<file path="src/rtl/rx_hex_word_pkg.sv">
// rx_hex_pkg: shared types, character constants and hex helper for rx_hex_word.
// Latency: n/a (types and functions only).
// Backpressure: n/a.
package rx_hex_pkg;

  typedef enum logic [1:0] {
    ACCUM = 2'd0,
    ECHO  = 2'd1,
    HOLD  = 2'd2
  } state_t;

  typedef enum logic [2:0] {
    CL_HEX   = 3'd0,
    CL_BS    = 3'd1,
    CL_TERM  = 3'd2,
    CL_SPACE = 3'd3,
    CL_BAD   = 3'd4
  } char_class_t;

  localparam logic [7:0] CH_CR  = 8'h0D;
  localparam logic [7:0] CH_LF  = 8'h0A;
  localparam logic [7:0] CH_BS  = 8'h08;
  localparam logic [7:0] CH_DEL = 8'h7F;
  localparam logic [7:0] CH_SP  = 8'h20;
  localparam logic [7:0] CH_ERR = 8'h3F;

  // Returns {valid, nibble}; nibble is zero when the byte is not a hex digit.
  function automatic logic [4:0] hex_val(input logic [7:0] c);
    logic [4:0] r;
    r = 5'd0;
    if (c >= 8'h30 && c <= 8'h39)
      r = {1'b1, c[3:0]};
    else if ((c >= 8'h41 && c <= 8'h46) || (c >= 8'h61 && c <= 8'h66))
      r = {1'b1, c[3:0] + 4'd9};
    return r;
  endfunction

endpackage

</file>
<file path="src/rtl/rx_hex_word_decode.sv">
// hex_char_decode: classifies one ASCII byte as hex digit, backspace, terminator, space or bad.
// Latency: purely combinational.
// Backpressure: none; follows its input every cycle.
module hex_char_decode
  import rx_hex_pkg::*;
(
  input  logic [7:0]  ch,
  output char_class_t cls,
  output logic [3:0]  nibble
);

  logic [4:0] hv;

  assign hv     = hex_val(ch);
  assign nibble = hv[3:0];

  // Priority classification; anything unrecognised is BAD.
  always_comb begin
    cls = CL_BAD;
    if (hv[4])
      cls = CL_HEX;
    else if (ch == CH_BS || ch == CH_DEL)
      cls = CL_BS;
    else if (ch == CH_CR || ch == CH_LF)
      cls = CL_TERM;
    else if (ch == CH_SP)
      cls = CL_SPACE;
  end

endmodule

</file>
<file path="src/rtl/rx_hex_word.sv">
// rx_hex_word: parses typed ASCII hex (digits, BS/DEL, CR/LF) into a word; echo via RX_HEX_WORD_ECHO_EN.
// Latency: terminator accepted at edge N -> dvld/dout from edge N; echo byte valid the cycle after accept.
// Backpressure: rdy_rx low while a word waits for drdy (and while an echo byte waits for rdy_tx).
module rx_hex_word
  import rx_hex_pkg::*;
#(
  parameter  int MAX_DIGITS = 8,
  localparam int DW         = 4 * MAX_DIGITS
) (
  input  logic          clk,
  input  logic          rstn,
  input  logic [7:0]    d_rx,
  input  logic          vld_rx,
  output logic          rdy_rx,
  output logic [DW-1:0] dout,
  output logic          dvld,
  input  logic          drdy,
  output logic [3:0]    ndig,
  output logic          err,
  output logic [7:0]    d_tx,
  output logic          vld_tx,
  input  logic          rdy_tx
);

  char_class_t   cls;
  logic [3:0]    nib;
  state_t        state, state_nxt;
  logic [DW-1:0] acc;
  logic          accept;
  logic          commit;

  hex_char_decode u_dec (
    .ch     (d_rx),
    .cls    (cls),
    .nibble (nib)
  );

  assign rdy_rx = (state == ACCUM);
  assign accept = vld_rx && rdy_rx;
  // A terminator with no digits held is swallowed, so CR+LF commits only once.
  assign commit = accept && (cls == CL_TERM) && (ndig != 4'd0);

`ifdef RX_HEX_WORD_ECHO_EN
  logic echo_take;
  logic pend_commit;

  assign echo_take = accept && !((cls == CL_TERM) && (ndig == 4'd0));
  assign vld_tx    = (state == ECHO);

  // Capture the echo byte and remember whether it committed a word.
  always_ff @(posedge clk or negedge rstn) begin
    if (!rstn) begin
      d_tx        <= 8'h00;
      pend_commit <= 1'b0;
    end else if (echo_take) begin
      pend_commit <= commit;
      case (cls)
        CL_BS:   d_tx <= CH_BS;
        CL_BAD:  d_tx <= CH_ERR;
        default: d_tx <= d_rx;
      endcase
    end
  end
`else
  logic unused_rdy_tx;

  assign unused_rdy_tx = rdy_tx;
  assign vld_tx        = 1'b0;
  assign d_tx          = 8'h00;
`endif

  // State register.
  always_ff @(posedge clk or negedge rstn) begin
    if (!rstn)
      state <= ACCUM;
    else
      state <= state_nxt;
  end

  // Next-state: accept -> (echo) -> hold until the word is taken.
  always_comb begin
    state_nxt = state;
    case (state)
      ACCUM: begin
`ifdef RX_HEX_WORD_ECHO_EN
        if (echo_take) state_nxt = ECHO;
`else
        if (commit) state_nxt = HOLD;
`endif
      end
`ifdef RX_HEX_WORD_ECHO_EN
      ECHO: begin
        if (vld_tx && rdy_tx) state_nxt = pend_commit ? HOLD : ACCUM;
      end
`endif
      // The word may already have been taken while the echo was pending.
      HOLD: begin
        if (!dvld || drdy) state_nxt = ACCUM;
      end
      default: state_nxt = ACCUM;
    endcase
  end

  // Accumulator, digit count, sticky error and output word.
  always_ff @(posedge clk or negedge rstn) begin
    if (!rstn) begin
      acc  <= '0;
      dout <= '0;
      ndig <= 4'd0;
      err  <= 1'b0;
      dvld <= 1'b0;
    end else begin
      if (dvld && drdy) dvld <= 1'b0;
      if (accept) begin
        case (cls)
          CL_HEX: begin
            acc <= {acc[DW-5:0], nib};
            if (ndig != 4'(MAX_DIGITS)) ndig <= ndig + 4'd1;
          end
          CL_BS: begin
            if (ndig != 4'd0) begin
              acc  <= acc >> 4;
              ndig <= ndig - 4'd1;
            end
          end
          CL_TERM: begin
            if (ndig != 4'd0) begin
              dout <= acc;
              dvld <= 1'b1;
              acc  <= '0;
              ndig <= 4'd0;
              err  <= 1'b0;
            end
          end
          CL_SPACE: ;
          default: begin
            acc  <= '0;
            ndig <= 4'd0;
            err  <= 1'b1;
          end
        endcase
      end
    end
  end

endmodule

</file>
<file path="config.mk">
export PLATFORM = sky130hd
export DESIGN_NAME = rx_hex_word
export DESIGN_NICKNAME = d
export VERILOG_FILES = /design/src/rtl/rx_hex_word_pkg.sv /design/src/rtl/rx_hex_word_decode.sv /design/src/rtl/rx_hex_word.sv
export SDC_FILE = /design/constraint.sdc
export NUM_CORES = 1
export LEC_CHECK = 0
export CELL_PAD_IN_SITES_DETAIL_PLACEMENT = 1
export CELL_PAD_IN_SITES_GLOBAL_PLACEMENT = 1
export CORE_AREA = 2 2 97 99
export DETAILED_ROUTE_END_ITERATION = 10
export DIE_AREA = 0 0 99 101
export PLACE_DENSITY_LB_ADDON = 0.25
export SYNTH_ARGS = -nofsm -noshare
export SYNTH_HDL_FRONTEND = slang
export SYNTH_HIERARCHICAL = 1
export SYNTH_SLANG_ARGS = --single-unit
export TNS_END_PERCENT = 50
</file>
<file path="constraint.sdc">
create_clock -name clk -period 2.7 [get_ports clk]
set_input_delay 0.54 -clock clk [delete_from_list [all_inputs] [get_ports clk]]
set_output_delay 0.54 -clock clk [all_outputs]
set_load 0.01 [all_outputs]
</file>
==> run_summary.xml <==
<?xml version="1.0" encoding="UTF-8"?>
<metrics>
  <group name="finish">
    <metric name="antenna-diode-count" unit="">0</metric>
    <metric name="filler_cell_count" unit="">928</metric>
    <metric name="layout-area-overhead-vs-synth" unit="%">35.6</metric>
    <metric name="fraction_of_final_layout_cells_with_drive_strength_greater_than_1" unit="%">33.4</metric>
    <metric name="final_core_util" unit="%">52.6</metric>
    <metric name="num-nets-final" unit="">383</metric>
  </group>
  <group name="synthesis">
    <metric name="synth_cell_types" unit="">45</metric>
    <metric name="yosysWarnings" unit="">6</metric>
    <metric name="synth_ff_type" unit="">sky130_fd_sc_hd__dfrtp_1</metric>
    <metric name="post-synth-top-count-cell" unit="">sky130_fd_sc_hd__dfrtp_1</metric>
    <metric name="yosysSeqAreaShare" unit="%">51.1</metric>
    <metric name="netlist_area" unit="µm²">3480</metric>
    <metric name="synth_largest_type_area_fraction" unit="%">51.1</metric>
    <metric name="netlist_top_cells_count" unit="">71 x sky130_fd_sc_hd__dfrtp_1, 32 x sky130_fd_sc_hd__mux2_2, 30 x sky130_fd_sc_hd__mux2i_1</metric>
    <metric name="postSynthAreaPerCell" unit="µm²">12.7</metric>
    <metric name="async_reset_ff_share" unit="%">100</metric>
    <metric name="post-synth-top-area-cell" unit="">sky130_fd_sc_hd__dfrtp_1</metric>
    <metric name="synth.top_cells.by_area" unit="">sky130_fd_sc_hd__dfrtp_1 51%, sky130_fd_sc_hd__mux2_2 10%, sky130_fd_sc_hd__mux2i_1 8.6%</metric>
    <metric name="yosys_register_bits" unit="">71</metric>
    <metric name="synthCells" unit="">273</metric>
    <metric name="post_synth_edffs" unit="">0</metric>
  </group>
  <group name="route">
    <metric name="dr.first_iter.drc_count" unit="">49</metric>
    <metric name="detail_route.wirelength" unit="mm">8.52</metric>
    <metric name="final_antenna_net_count" unit="">0</metric>
    <metric name="wire_per_inst" unit="µm">17.8</metric>
    <metric name="drt_pass1_iterations" unit="">4</metric>
    <metric name="avgViaCountPerCell" unit="">5.27</metric>
    <metric name="routed-via-count" unit="">2522</metric>
    <metric name="detail_route.drc_violations" unit="">0</metric>
  </group>
  <group name="floorplanning">
    <metric name="die_h" unit="µm">101</metric>
    <metric name="die_area" unit="µm²">10000</metric>
    <metric name="core_area" unit="µm²">8980</metric>
    <metric name="chipWidth" unit="µm">99</metric>
    <metric name="initial_core_util" unit="%">38.8</metric>
    <metric name="floorplan.io_pins" unit="">61</metric>
    <metric name="std_cell_rows" unit="">35</metric>
  </group>
  <group name="timing">
    <metric name="layout_min_cycle_time" unit="ns">2.70</metric>
    <metric name="final.setup_skew" unit="ns">0.0101</metric>
    <metric name="timing.final.crit_share" unit="%">99.9</metric>
    <metric name="grt_setup_unrepaired" unit="">true</metric>
    <metric name="finalMaxSlewViolations" unit="">0</metric>
    <metric name="finalSetupTns" unit="ns">0</metric>
    <metric name="finalHoldViolCount" unit="">0</metric>
    <metric name="upper_clock_frequency_limit" unit="MHz">371</metric>
    <metric name="fin_hold_ws" unit="ns">0.201</metric>
    <metric name="setup_viol" unit="">0</metric>
  </group>
  <group name="cts">
    <metric name="cts_hold_repair.buffers" unit="">0</metric>
    <metric name="cts_tree" unit="">built</metric>
    <metric name="cts_buffer_depth" unit="">2</metric>
    <metric name="cts_h_tree_lvls" unit="">3</metric>
    <metric name="path_clk_slew" unit="ns">0.08</metric>
    <metric name="cts_inserted_buffers" unit="">9</metric>
    <metric name="cts_sinks" unit="">71</metric>
    <metric name="cts.root.buffer_cell" unit="">sky130_fd_sc_hd__clkbuf_8</metric>
    <metric name="clkLatencyLatePin" unit="ns">0.35</metric>
  </group>
  <group name="worst_hold_path">
    <metric name="min_path_type" unit="">in2async</metric>
  </group>
  <group name="global_routing">
    <metric name="first_pass_grt_wire_length" unit="mm">14.0</metric>
    <metric name="vias_in_the_first_global_route" unit="">2709</metric>
    <metric name="grt_antenna_before_repair" unit="">0</metric>
    <metric name="grt_remaining_overflow" unit="">0</metric>
    <metric name="global_route.usage.total" unit="%">17.6</metric>
    <metric name="grt_start_max_net_pins" unit="">72</metric>
  </group>
  <group name="setup_path">
    <metric name="endpoint_class_of_the_critical_path" unit="">flip-flop</metric>
    <metric name="critPathMaxFanout" unit="">2</metric>
    <metric name="required" unit="ns">2.93</metric>
    <metric name="critical_path_class" unit="">in2reg</metric>
    <metric name="crit_arrival" unit="ns">2.93</metric>
    <metric name="critical_path.startpoint_type" unit="">input pin</metric>
  </group>
  <group name="job">
    <metric name="cap_viol_max_count" unit="">0</metric>
  </group>
  <group name="pwr">
    <metric name="ir_drop" unit="V">0.000425</metric>
    <metric name="pwr_density_cell" unit="nW/µm²">459</metric>
    <metric name="p_leak" unit="µW">0.00204</metric>
  </group>
  <group name="placed_design">
    <metric name="routabilityCongestion" unit="">0.807</metric>
    <metric name="port_buffers" unit="">50</metric>
    <metric name="dp_hpwl" unit="mm">5.48</metric>
  </group>
  <group name="status">
    <metric name="status" unit="">completed</metric>
  </group>
</metrics>
==> metal layers <==
metal | vias to the layer above | global-route usage [%] | part of all wire [%]
met5 | - | 0 | 0
li1 | 1175 | - | -
met1 | 1299 | 23.8 | 47
met4 | 0 | 4.43 | 0.66
met2 | 40 | 28.7 | 49
met3 | 8 | 4.30 | 3.2
==> logic make-up after synthesis <==
| group | after synthesis | share of synthesized area, % |
|---|---|---|
| flops | 71 | 51.1 |
| buf+inv | 32 | 5.57 |
| simple gates | 39 | 7.12 |
| other cells | 1 | 0.108 |
| mux | 62 | 19.0 |
| xor+xnor | 1 | 0.252 |
| fa+ha+maj | 7 | 2.73 |
| compound gates | 60 | 14.2 |
==> per-stage QoR <==
step | cells | worst slack (ns) | area [µm²] | total power, µW
after global routing | 479 | -0.111 | 4720 | 2250
after floorplan | 281 | -0.213 | 3530 | 1160
final | 479 | 0.00334 | 4720 | 2170
after CTS | 477 | -0.00792 | 4660 | 2200
after detailed placement | 457 | -0.768 | 4340 | 1240
after global placement | 457 | -0.642 | 4340 | 1240
==> cell type report <==
type	count	area, µm²	share of cell area [%]
clock buffers	9	124	2.63
multi-input cells	178	1660	35.2
flip-flops and latches	71	1780	37.7
clock inverters	7	96.3	2.04
repair buffers	93	882	18.7
inverters	10	37.5	0.796
well taps	111	139	2.94
==> cell usage in the layout (no fill, tap or decap), types with 3 or more instances in the layout <==
cell                               n
sky130_fd_sc_hd__a22o_1            7
sky130_fd_sc_hd__buf_12            4
sky130_fd_sc_hd__buf_2             5
sky130_fd_sc_hd__buf_4            34
sky130_fd_sc_hd__buf_6             6
sky130_fd_sc_hd__clkbuf_8          9
sky130_fd_sc_hd__clkdlybuf4s50_1  42
sky130_fd_sc_hd__clkinvlp_4        3
sky130_fd_sc_hd__conb_1            9
sky130_fd_sc_hd__dfrtp_1          71
sky130_fd_sc_hd__ha_4              3
sky130_fd_sc_hd__inv_1             7
sky130_fd_sc_hd__inv_2             3
sky130_fd_sc_hd__mux2_2           32
sky130_fd_sc_hd__mux2i_1          30
sky130_fd_sc_hd__nand2_1           5
sky130_fd_sc_hd__nand3_1           3
sky130_fd_sc_hd__nor2_1            8
sky130_fd_sc_hd__nor2b_1           3
sky130_fd_sc_hd__nor3_1            3
sky130_fd_sc_hd__nor3b_1           3
sky130_fd_sc_hd__o21ai_0           5
sky130_fd_sc_hd__o2bb2ai_1        28
==> timing repair <==
item                       4_1_cts  5_1_grt
resized for setup               47        5
setup endpoints to repair       68       67
hold endpoints to repair         0        0
cloned                           0        1
pin swaps                       12        2
buffers inserted                 4        1
==> power by group <==
part | switching (µW) | total (µW) | internal [µW]
Clock | 416 | 938 | 521
Sequential | 4.80 | 1070 | 1060
Combinational | 90.0 | 159 | 69.3
==> path summary, 6_finish.rpt <==
path | start | end | slack, ns | cells after the start
worst max-delay path | d_rx[4] | ndig[3] | 0.003 | 12
worst min-delay path | rstn | dout[30] | 0.20 | 2
worst max register to register | ndig[0] | ndig[3] | 0.89 | 4
worst min register to register | dout[6] | dout[6] | 0.51 | 1
max in group asynchronous | rstn | acc[9] | 2.18 | 2
min in group clk | dout[6] | dout[6] | 0.51 | 1
==> flip-flops by register name (all words and copies together), names as in the netlist <==
name,flops
acc,32
dout,32
dvld,1
err,1
ndig,4
state,1
==> critical path, stage by stage <==
cell	delay [ns]
sky130_fd_sc_hd__buf_6	0.09
sky130_fd_sc_hd__or4b_1	0.52
sky130_fd_sc_hd__o22a_1	0.22
sky130_fd_sc_hd__o211ai_2	0.23
sky130_fd_sc_hd__nor2_2	0.09
sky130_fd_sc_hd__nor3_4	0.26
sky130_fd_sc_hd__buf_6	0.14
sky130_fd_sc_hd__ha_4	0.13
sky130_fd_sc_hd__a21oi_4	0.05
sky130_fd_sc_hd__and3_4	0.17
sky130_fd_sc_hd__o2111a_1	0.23
sky130_fd_sc_hd__a221o_1	0.25
Power figures use the tool's default switching activity.
